File: src/rtl/panel_pkg.sv
// Shared constants and types for the 64x64 split framebuffer and its LED panel scanner.
// The pixel writer uses the same geometry and pixel field offsets.
package panel_pkg;

  localparam int COLS       = 64;
  localparam int HALF_ROWS  = 32;
  localparam int BPP_PER_CH = 4;
  localparam int PIX_W      = 3 * BPP_PER_CH;

  localparam int R_LSB = 8;
  localparam int G_LSB = 4;
  localparam int B_LSB = 0;

  typedef enum logic [2:0] {
    ADDR,
    DATA,
    CLK_HI,
    BLANK,
    LATCH,
    DISPLAY
  } state_e;

endpackage

File: src/rtl/bcm_timer.sv
// Down-counter timing the oe_n-low window of one bitplane.
// done pulses in the last cycle of a window of exactly 'value' cycles after load.
module bcm_timer #(
  parameter int W = 10
) (
  input  logic         clk,
  input  logic         reset,
  input  logic         load,
  input  logic [W-1:0] value,
  output logic         done
);

  logic [W-1:0] cnt_q, cnt_d;
  logic         armed_q, armed_d;

  always_comb begin
    cnt_d   = cnt_q;
    armed_d = armed_q;
    if (load) begin
      cnt_d   = value - 1'b1;
      armed_d = 1'b1;
    end else if (armed_q) begin
      if (cnt_q == '0) armed_d = 1'b0;
      else             cnt_d   = cnt_q - 1'b1;
    end
  end

  always_ff @(posedge clk) begin
    if (reset) begin
      cnt_q   <= '0;
      armed_q <= 1'b0;
    end else begin
      cnt_q   <= cnt_d;
      armed_q <= armed_d;
    end
  end

  assign done = armed_q && (cnt_q == '0);

endmodule

File: src/rtl/led_panel_scan.sv
// HUB75 panel scanner: reads both framebuffer halves column by column and
// drives the panel with 4-bit binary-code modulation, one row pair at a time.
module led_panel_scan #(
  parameter int COLS       = panel_pkg::COLS,
  parameter int HALF_ROWS  = panel_pkg::HALF_ROWS,
  parameter int BASE_DELAY = 64
) (
  input  logic        clk,
  input  logic        reset,
  output logic [11:0] rd_addr,
  input  logic [11:0] b_rdata0,
  input  logic [11:0] b_rdata1,
  output logic        r0,
  output logic        g0,
  output logic        b0,
  output logic        r1,
  output logic        g1,
  output logic        b1,
  output logic        panel_clk,
  output logic        lat,
  output logic        oe_n,
  output logic [4:0]  row_addr,
  output logic        frame_start
);
  import panel_pkg::*;

  localparam int CW = $clog2(COLS);
  localparam int RW = $clog2(HALF_ROWS);
  localparam int BW = $clog2(BPP_PER_CH);
  localparam int IW = $clog2(PIX_W);
  localparam int TW = $clog2(BASE_DELAY * 8) + 1;

  state_e         state_q, state_d;
  logic [CW-1:0]  col_q, col_d;
  logic [BW-1:0]  bitpl_q, bitpl_d;
  logic [RW-1:0]  shift_row_q, shift_row_d;
  logic [RW-1:0]  row_addr_q, row_addr_d;
  logic [5:0]     rgb_q, rgb_d;
  logic           tmr_load, tmr_done;
  logic [TW-1:0]  tmr_val;

  logic [IW-1:0] r_idx, g_idx, b_idx;
  assign r_idx = IW'(R_LSB) + IW'(bitpl_q);
  assign g_idx = IW'(G_LSB) + IW'(bitpl_q);
  assign b_idx = IW'(B_LSB) + IW'(bitpl_q);

  assign tmr_val = TW'(BASE_DELAY) << bitpl_q;

  always_comb begin
    state_d     = state_q;
    col_d       = col_q;
    bitpl_d     = bitpl_q;
    shift_row_d = shift_row_q;
    row_addr_d  = row_addr_q;
    rgb_d       = rgb_q;
    tmr_load    = 1'b0;
    case (state_q)
      ADDR:   state_d = DATA;
      // Read data for the address presented in ADDR arrives this cycle.
      DATA: begin
        rgb_d   = {b_rdata0[r_idx], b_rdata0[g_idx], b_rdata0[b_idx],
                   b_rdata1[r_idx], b_rdata1[g_idx], b_rdata1[b_idx]};
        state_d = CLK_HI;
      end
      CLK_HI: begin
        if (col_q == CW'(COLS - 1)) begin
          col_d   = '0;
          state_d = BLANK;
        end else begin
          col_d   = col_q + 1'b1;
          state_d = ADDR;
        end
      end
      BLANK:  state_d = LATCH;
      LATCH: begin
        row_addr_d = shift_row_q;
        tmr_load   = 1'b1;
        state_d    = DISPLAY;
      end
      DISPLAY: begin
        if (tmr_done) begin
          if (bitpl_q == BW'(BPP_PER_CH - 1)) begin
            bitpl_d     = '0;
            shift_row_d = (shift_row_q == RW'(HALF_ROWS - 1)) ? '0 : shift_row_q + 1'b1;
          end else begin
            bitpl_d = bitpl_q + 1'b1;
          end
          state_d = ADDR;
        end
      end
      default: state_d = ADDR;
    endcase
  end

  always_ff @(posedge clk) begin
    if (reset) begin
      state_q     <= ADDR;
      col_q       <= '0;
      bitpl_q     <= '0;
      shift_row_q <= '0;
      row_addr_q  <= '0;
      rgb_q       <= '0;
    end else begin
      state_q     <= state_d;
      col_q       <= col_d;
      bitpl_q     <= bitpl_d;
      shift_row_q <= shift_row_d;
      row_addr_q  <= row_addr_d;
      rgb_q       <= rgb_d;
    end
  end

  bcm_timer #(.W(TW)) u_timer (
    .clk   (clk),
    .reset (reset),
    .load  (tmr_load),
    .value (tmr_val),
    .done  (tmr_done)
  );

  // COLS is a power of two, so row*COLS + col is a plain concatenation.
  assign rd_addr   = 12'({shift_row_q, col_q});
  assign row_addr  = 5'(row_addr_q);
  assign {r0, g0, b0, r1, g1, b1} = rgb_q;
  assign panel_clk = (state_q == CLK_HI);
  assign lat       = (state_q == LATCH);
  assign oe_n      = (state_q != DISPLAY);
  // Gated by reset so the pulse stays low while reset holds the scan at its start.
  assign frame_start = !reset && (state_q == ADDR) && (shift_row_q == '0)
                       && (bitpl_q == '0) && (col_q == '0);

endmodule

File: config.mk
export PLATFORM = sky130hd
export DESIGN_NAME = led_panel_scan
export DESIGN_NICKNAME = d
export VERILOG_FILES = /design/src/rtl/panel_pkg.sv /design/src/rtl/bcm_timer.sv /design/src/rtl/led_panel_scan.sv
export SDC_FILE = /design/constraint.sdc
export NUM_CORES = 1
export LEC_CHECK = 0
export BUFFER_PORTS_ARGS = -buffer_cell sky130_fd_sc_hd__buf_2
export CAP_MARGIN = 30
export CORE_UTILIZATION = 33
export DETAILED_ROUTE_END_ITERATION = 7
export PLACE_DENSITY = 0.65
export SYNTH_ARGS = -nofsm -noshare
export SYNTH_HDL_FRONTEND = slang
export SYNTH_SLANG_ARGS = --single-unit
export TNS_END_PERCENT = 5
File: constraint.sdc
create_clock -name clk -period 2.57 [get_ports clk]
set_input_delay 0.257 -clock clk [delete_from_list [all_inputs] [get_ports clk]]
set_output_delay 0.257 -clock clk [all_outputs]
set_load 0.05 [all_outputs]
* Word-level counts from Yosys, hierarchy flattened
Index checks and enable logic that the tools add are counted.
** Cells by class
- Order comparisons :: 3
- Reductions and logical operators :: 15
- Add/subtract/negate cells :: 7
- Mux-type cells :: 25
- Equal/unequal tests :: 11
- Shift-type cells :: 1
** Operators by type and width (count)
- 2-to-1 mux 10 bit :: 3
- subtractor 10 x 1 -> 10 bit (second input constant) :: 2
- one-hot mux 3 bit (6 select lines) :: 1
- binary-select mux 1 bit (select 4 bit) :: 4
- zero test 10 bit :: 1
- < comparator 4 x 5 -> 1 bit (second input constant) :: 2
- 2-to-1 mux 1 bit :: 10
- left shift 7 x 2 -> 10 bit (first input constant) :: 1
- adder 6 x 1 -> 6 bit (second input constant) :: 1
- equality test 3 x 2 -> 1 bit (second input constant) :: 2
- equality test 3 bit (second input constant) :: 2
- equality test 6 bit (second input constant) :: 1
- zero test 6 bit :: 1
- 2-to-1 mux 6 bit :: 1
- adder 5 x 1 -> 5 bit (second input constant) :: 1
- equality test 5 bit (second input constant) :: 1
- logical AND 1 bit :: 5
- zero test 5 bit :: 1
- < comparator 2 x 5 -> 1 bit (second input constant) :: 1
- 2-to-1 mux 5 bit :: 1
- adder 3 x 2 -> 4 bit (first input constant) :: 1
- adder 4 x 2 -> 4 bit (first input constant) :: 1
- binary-select mux 1 bit (select 2 bit) :: 2
- 2-to-1 mux 2 bit :: 2
- 12 further kinds :: 14
** Storage, ports and cells
- Output and inout bits :: 27
- Logic and storage cells :: 70
- Register bits after elaboration :: 38

* Depth between registers and ports, before layout
- Word-level depth :: 5
- Depth in mapped cells :: 9
- Mapped depth without buffers :: 7

* By module
From an unflattened synthesis, not the netlist that was laid out.
** Second synthesis, totals
- Cells, all modules :: 256
- Area, all modules :: 2337.2 sq um
** By module, submodules not included
- led_panel_scan :: area each 1511.4 sq um, seq. area each 540.5 sq um, cells each 158, instances 1
- bcm_timer :: area each 825.8 sq um, seq. area each 220.2 sq um, cells each 98, instances 1

* Least setup slack after synthesis
OpenSTA, ideal clock, no wires.
- Kind :: register -> output
- Start point :: register bitpl_q[0]
- End point :: output port frame_start
- Stages on the path, launching flop included :: 7
- Buffers on the path :: 2
- Setup slack :: -333 ps
- Required time :: 2313 ps
- Arrival time :: 2646 ps
- Path through :: dfxtp_1 -> clkbuf_1 -> inv_1 -> ha_1 -> clkbuf_1 -> nand4_1 -> nor4_1
** On the way
- Word-level cells in the longest chain between the ends :: 3
** Ends and longest elaborated chain
- start: declaration :: RTL line led_panel_scan.sv:35 : logic [BW-1:0] bitpl_q, bitpl_d;
- start signal: assignment :: RTL line led_panel_scan.sv:106 : bitpl_q <= bitpl_d;
- zero test 2 bit :: RTL line led_panel_scan.sv:130 : && (bitpl_q == '0) && (col_q == '0);
- logical AND 1 bit (2 in series) :: RTL line led_panel_scan.sv:130
- end: declaration :: RTL line led_panel_scan.sv:23 : output logic frame_start
Every way passes these cells.

* Worst setup path in the final report
- Start point :: register state_q[2]
- End point :: output port lat
** On the way
- Word-level cells in the longest chain between the ends :: 1
** Ends and longest elaborated chain
- start: declaration :: RTL line led_panel_scan.sv:33 : state_e state_q, state_d;
- start signal: assignment :: RTL line led_panel_scan.sv:104 : state_q <= state_d;
- equality test 3 bit :: RTL line led_panel_scan.sv:126 : assign lat = (state_q == LATCH);
- end: declaration :: RTL line led_panel_scan.sv:20 : output logic lat,
Every way passes these cells.

==> impl_metrics.csv <==
group,metric,value,unit
status,status,"complete, no violations",
floorplanning,die_h,82.57,um
hold_path,min_path_type,"input pin to flip-flop",
placed_design,gp_congestion,0.7804,
yosys,synth_ff_type,"dfxtp_1",
cts,cts_buffers,5,
floorplanning,start_util,35.14,%
yosys,synth_edf_count,0,
route,wl_per_cell,13.63,um
finish,layout_common_cells,"51 x buf_2, 38 x dfxtp_1, 31 x nand2_1",
floorplanning,dieArea,6817,um^2
timing,rsz0062_at_grt,"no",
global_routing,first_global_vias,1789,
timing,fin_crit_sh,93.01,%
finish,layout.nets,326,
cts,clkSinkCount,38,
yosys,synth_top_area_cell,"dfxtp_1",
route,drc,0,
floorplanning,rows,28,
finish,stdcell_count,366,
critical_path,cp_num_buf_inv,3,
critical_path,r2r-start,"state_q[2]",
timing,fin_worst_skew,0.006451,ns
route,routed_via_density,5.333,
timing,finalMaxSlewViolations,0,
global_routing,track_usage,16.13,%
route,dr.pass1.iters,4,
critical_path,cp_data_required_time,2.31,ns
placed_design,post-place-ws,0.4499,ns
placed_design,dp_hpwl,3.644,mm
route,drtAntennaViolNets,0,
cts,clk_pin_slew_worst_paths,0.08,ns
floorplanning,die_w,82.57,um
hold_path,hold_path_end,"u_timer.cnt_q[2]",
cts,root_buffer,"clkbuf_8",
yosys,syn_avg_cell_area,8.925,um^2
yosys,netlist_top_cells_area,"dfxtp_1 36%, a21oi_1 6.5%, mux4_2 6.3%",
critical_path,crit_path_max_fanout,19,
yosys,yosysSeqAreaShare,35.51,%
finish,area_delta_synth_final,22.25,%
critical_path,worstPathArrival,2.13,ns
critical_path,worstSetupEndpointType,"output pin",
global_routing,grt_first_pass_wirelength,8.349,mm
cts,htreeDepth,2,
timing,setup_ws,0.1798,ns
global_routing,grt_max_degree,39,
route,drt-total-wl,4.987,mm
yosys,ys_warn_count,0,
cts,postCtsSetupBuffers,0,
cts,cts.path.max_buffers,2,
yosys,async_reset_ff_share,0,%
global_routing,globalRoute.totalOverflow,0,
cts,clk_latency,0.30,ns
power,total_leakage_power,1.077,nW
cts,hold_buffers,0,
critical_path,slowest_stage,"or3b_2",
timing,max_clock_freq,418.4,MHz
timing,slew_headroom,54.49,%
yosys,ys_ff_latch,38,
timing,final_hold_viol_count,0,
power,ir_drop,0.2335,mV
global_routing,antenna_found_initial,0,
job,cap_viol_max_count,0,
timing,worstMarginPinSlew,0.6812,ns
critical_path,critPathTopFamily,"buffers and inverters",
finish,diodes,0,
placed_design,port_buffers,51,
critical_path,max_stage_delay,0.50,ns
critical_path,r2r_slack,0.44,ns
power,totalPowerFinal,1.515,mW
critical_path,reg2reg_depth,7,
hold_path,hold_start,"reset",
hold_path,min_path_cells,4,
power,p_per_area,578.5,nW/um^2
finish,fillers,647,
critical_path,critPathKind,"flip-flop to output pin",
route,vias,1952,
cts,cts_resized,0,
timing,fin_crit,2.390,ns
critical_path,startpoint_type,"flip-flop",
floorplanning,core,6096,um^2
finish,drive_gt1_share,28.52,%
route,drt_iter0_drc,114,
yosys,synth_nets,276,
yosys,netlist.area_leader.share,35.51,%
yosys,synth_cells,240,
timing,finalSetupViolations,0,
yosys,netlist_area,2142,um^2
placed_design,dpl.cell_count,358,
yosys,ys_types,55,
floorplanning,num_io_pins,53,
finish,final_common_cell,"buf_2",
timing,finalSetupTns,0,ns
critical_path,r2r_end,"u_timer.cnt_q[8]",
cts,cts_tree,"built",
critical_path,path_cells,"or3b_2, buf_4, inv_1, buf_2",
## registers in the layout, summed over array words and instances (netlist names)
register         flops
row_addr             5
u_timer.armed_q      1
rgb_q                6
u_timer.cnt_q       10
bitpl_q              2
col_q                6
shift_row_q          5
state_q              3
## cells by family (layout without fill, tap and decap cells)
| family | after synthesis | count (layout) | share of synthesized area, % |
|---|---|---|---|
| buffers and inverters | 24 | 75 | 4.498 |
| AND/OR/NAND/NOR | 92 | 92 | 24.36 |
| adder cells (fa/ha/maj) | 10 | 10 | 5.841 |
| AO/OA/AOI/OAI | 57 | 57 | 18.17 |
| other | 1 | 1 | 0.1751 |
| flip-flops | 38 | 38 | 35.51 |
| XOR/XNOR | 9 | 9 | 3.680 |
| multiplexers | 9 | 9 | 7.769 |
## area by class of cell
| class | instances | area, um^2 | share of cell area, % |
|---|---|---|---|
| clock buffer | 6 | 82.58 | 3.153 |
| tap | 75 | 93.84 | 3.583 |
| timing repair buffer | 55 | 285.3 | 10.89 |
| sequential | 38 | 760.7 | 29.05 |
| multi-input combinational | 178 | 1291 | 49.31 |
| clock inverter | 2 | 60.06 | 2.293 |
| inverter | 12 | 45.04 | 1.720 |
## worst register-to-register path, delay by kind of cell, from the launching register on
family,cells,cell delay (ns)
AO/OA/AOI/OAI,1,0.35
adder cells (fa/ha/maj),1,0.21
AND/OR/NAND/NOR,4,0.92
flip-flops,1,0.42
buffers and inverters,1,0.12
## through the flow
step	hold slack, ns	utilization, %	cell area, um^2
floorplan	0.4809	-	2148
global placement	0.4392	40.62	2476
detailed placement	0.4482	40.62	2476
CTS	0.3330	42.96	2619
global route	0.3429	42.96	2619
finish	0.3371	42.96	2619
## power breakdown
group | switching (mW) | total, mW | internal, mW | leakage [nW]
clock network | 0.221 | 0.635 | 0.414 | 0.0714
logic | 0.144 | 0.238 | 0.0942 | 0.698
registers | 0.0303 | 0.642 | 0.611 | 0.308
total | 0.395 | 1.51 | 1.12 | 1.08
## cell usage after synthesis, drive strengths merged, types with 2 or more instances
cell / instances
o31ai: 4
or4b: 2
nor3: 7
nor3b: 3
xor2: 4
nand2: 31
xnor2: 5
mux4: 6
a21oi: 28
nor2: 10
inv: 12
mux2i: 2
o21ai: 7
clkbuf: 8
nand4: 5
buf: 4
nor4: 3
nand3: 6
or4: 8
ha: 10
nand4b: 2
a31oi: 4
a2111oi: 2
and3: 5
or3: 3
dfxtp: 38
## metal layers
layer | vias to the layer above | global-route usage [%] | part of all wire, %
met5 | - | 0 | 0
met4 | 0 | 5.862 | 1.7
met3 | 8 | 3.736 | 5.1
met2 | 51 | 25.95 | 46
met1 | 907 | 21.02 | 47
li1 | 986 | - | -
## worst max-delay path by stage
stage / from / slack, ns / cells after the start / end
floorplan: state_q[2] / 0.18 / 9 / u_timer.cnt_q[8]
global placement: state_q[2] / 0.54 / 4 / lat
detailed placement: state_q[2] / 0.45 / 7 / u_timer.cnt_q[8]
CTS: state_q[2] / 0.17 / 4 / lat
global route: state_q[2] / 0.04 / 4 / lat
finish: state_q[2] / 0.18 / 4 / lat
No activity file was read; power rests on OpenSTA's default activity.
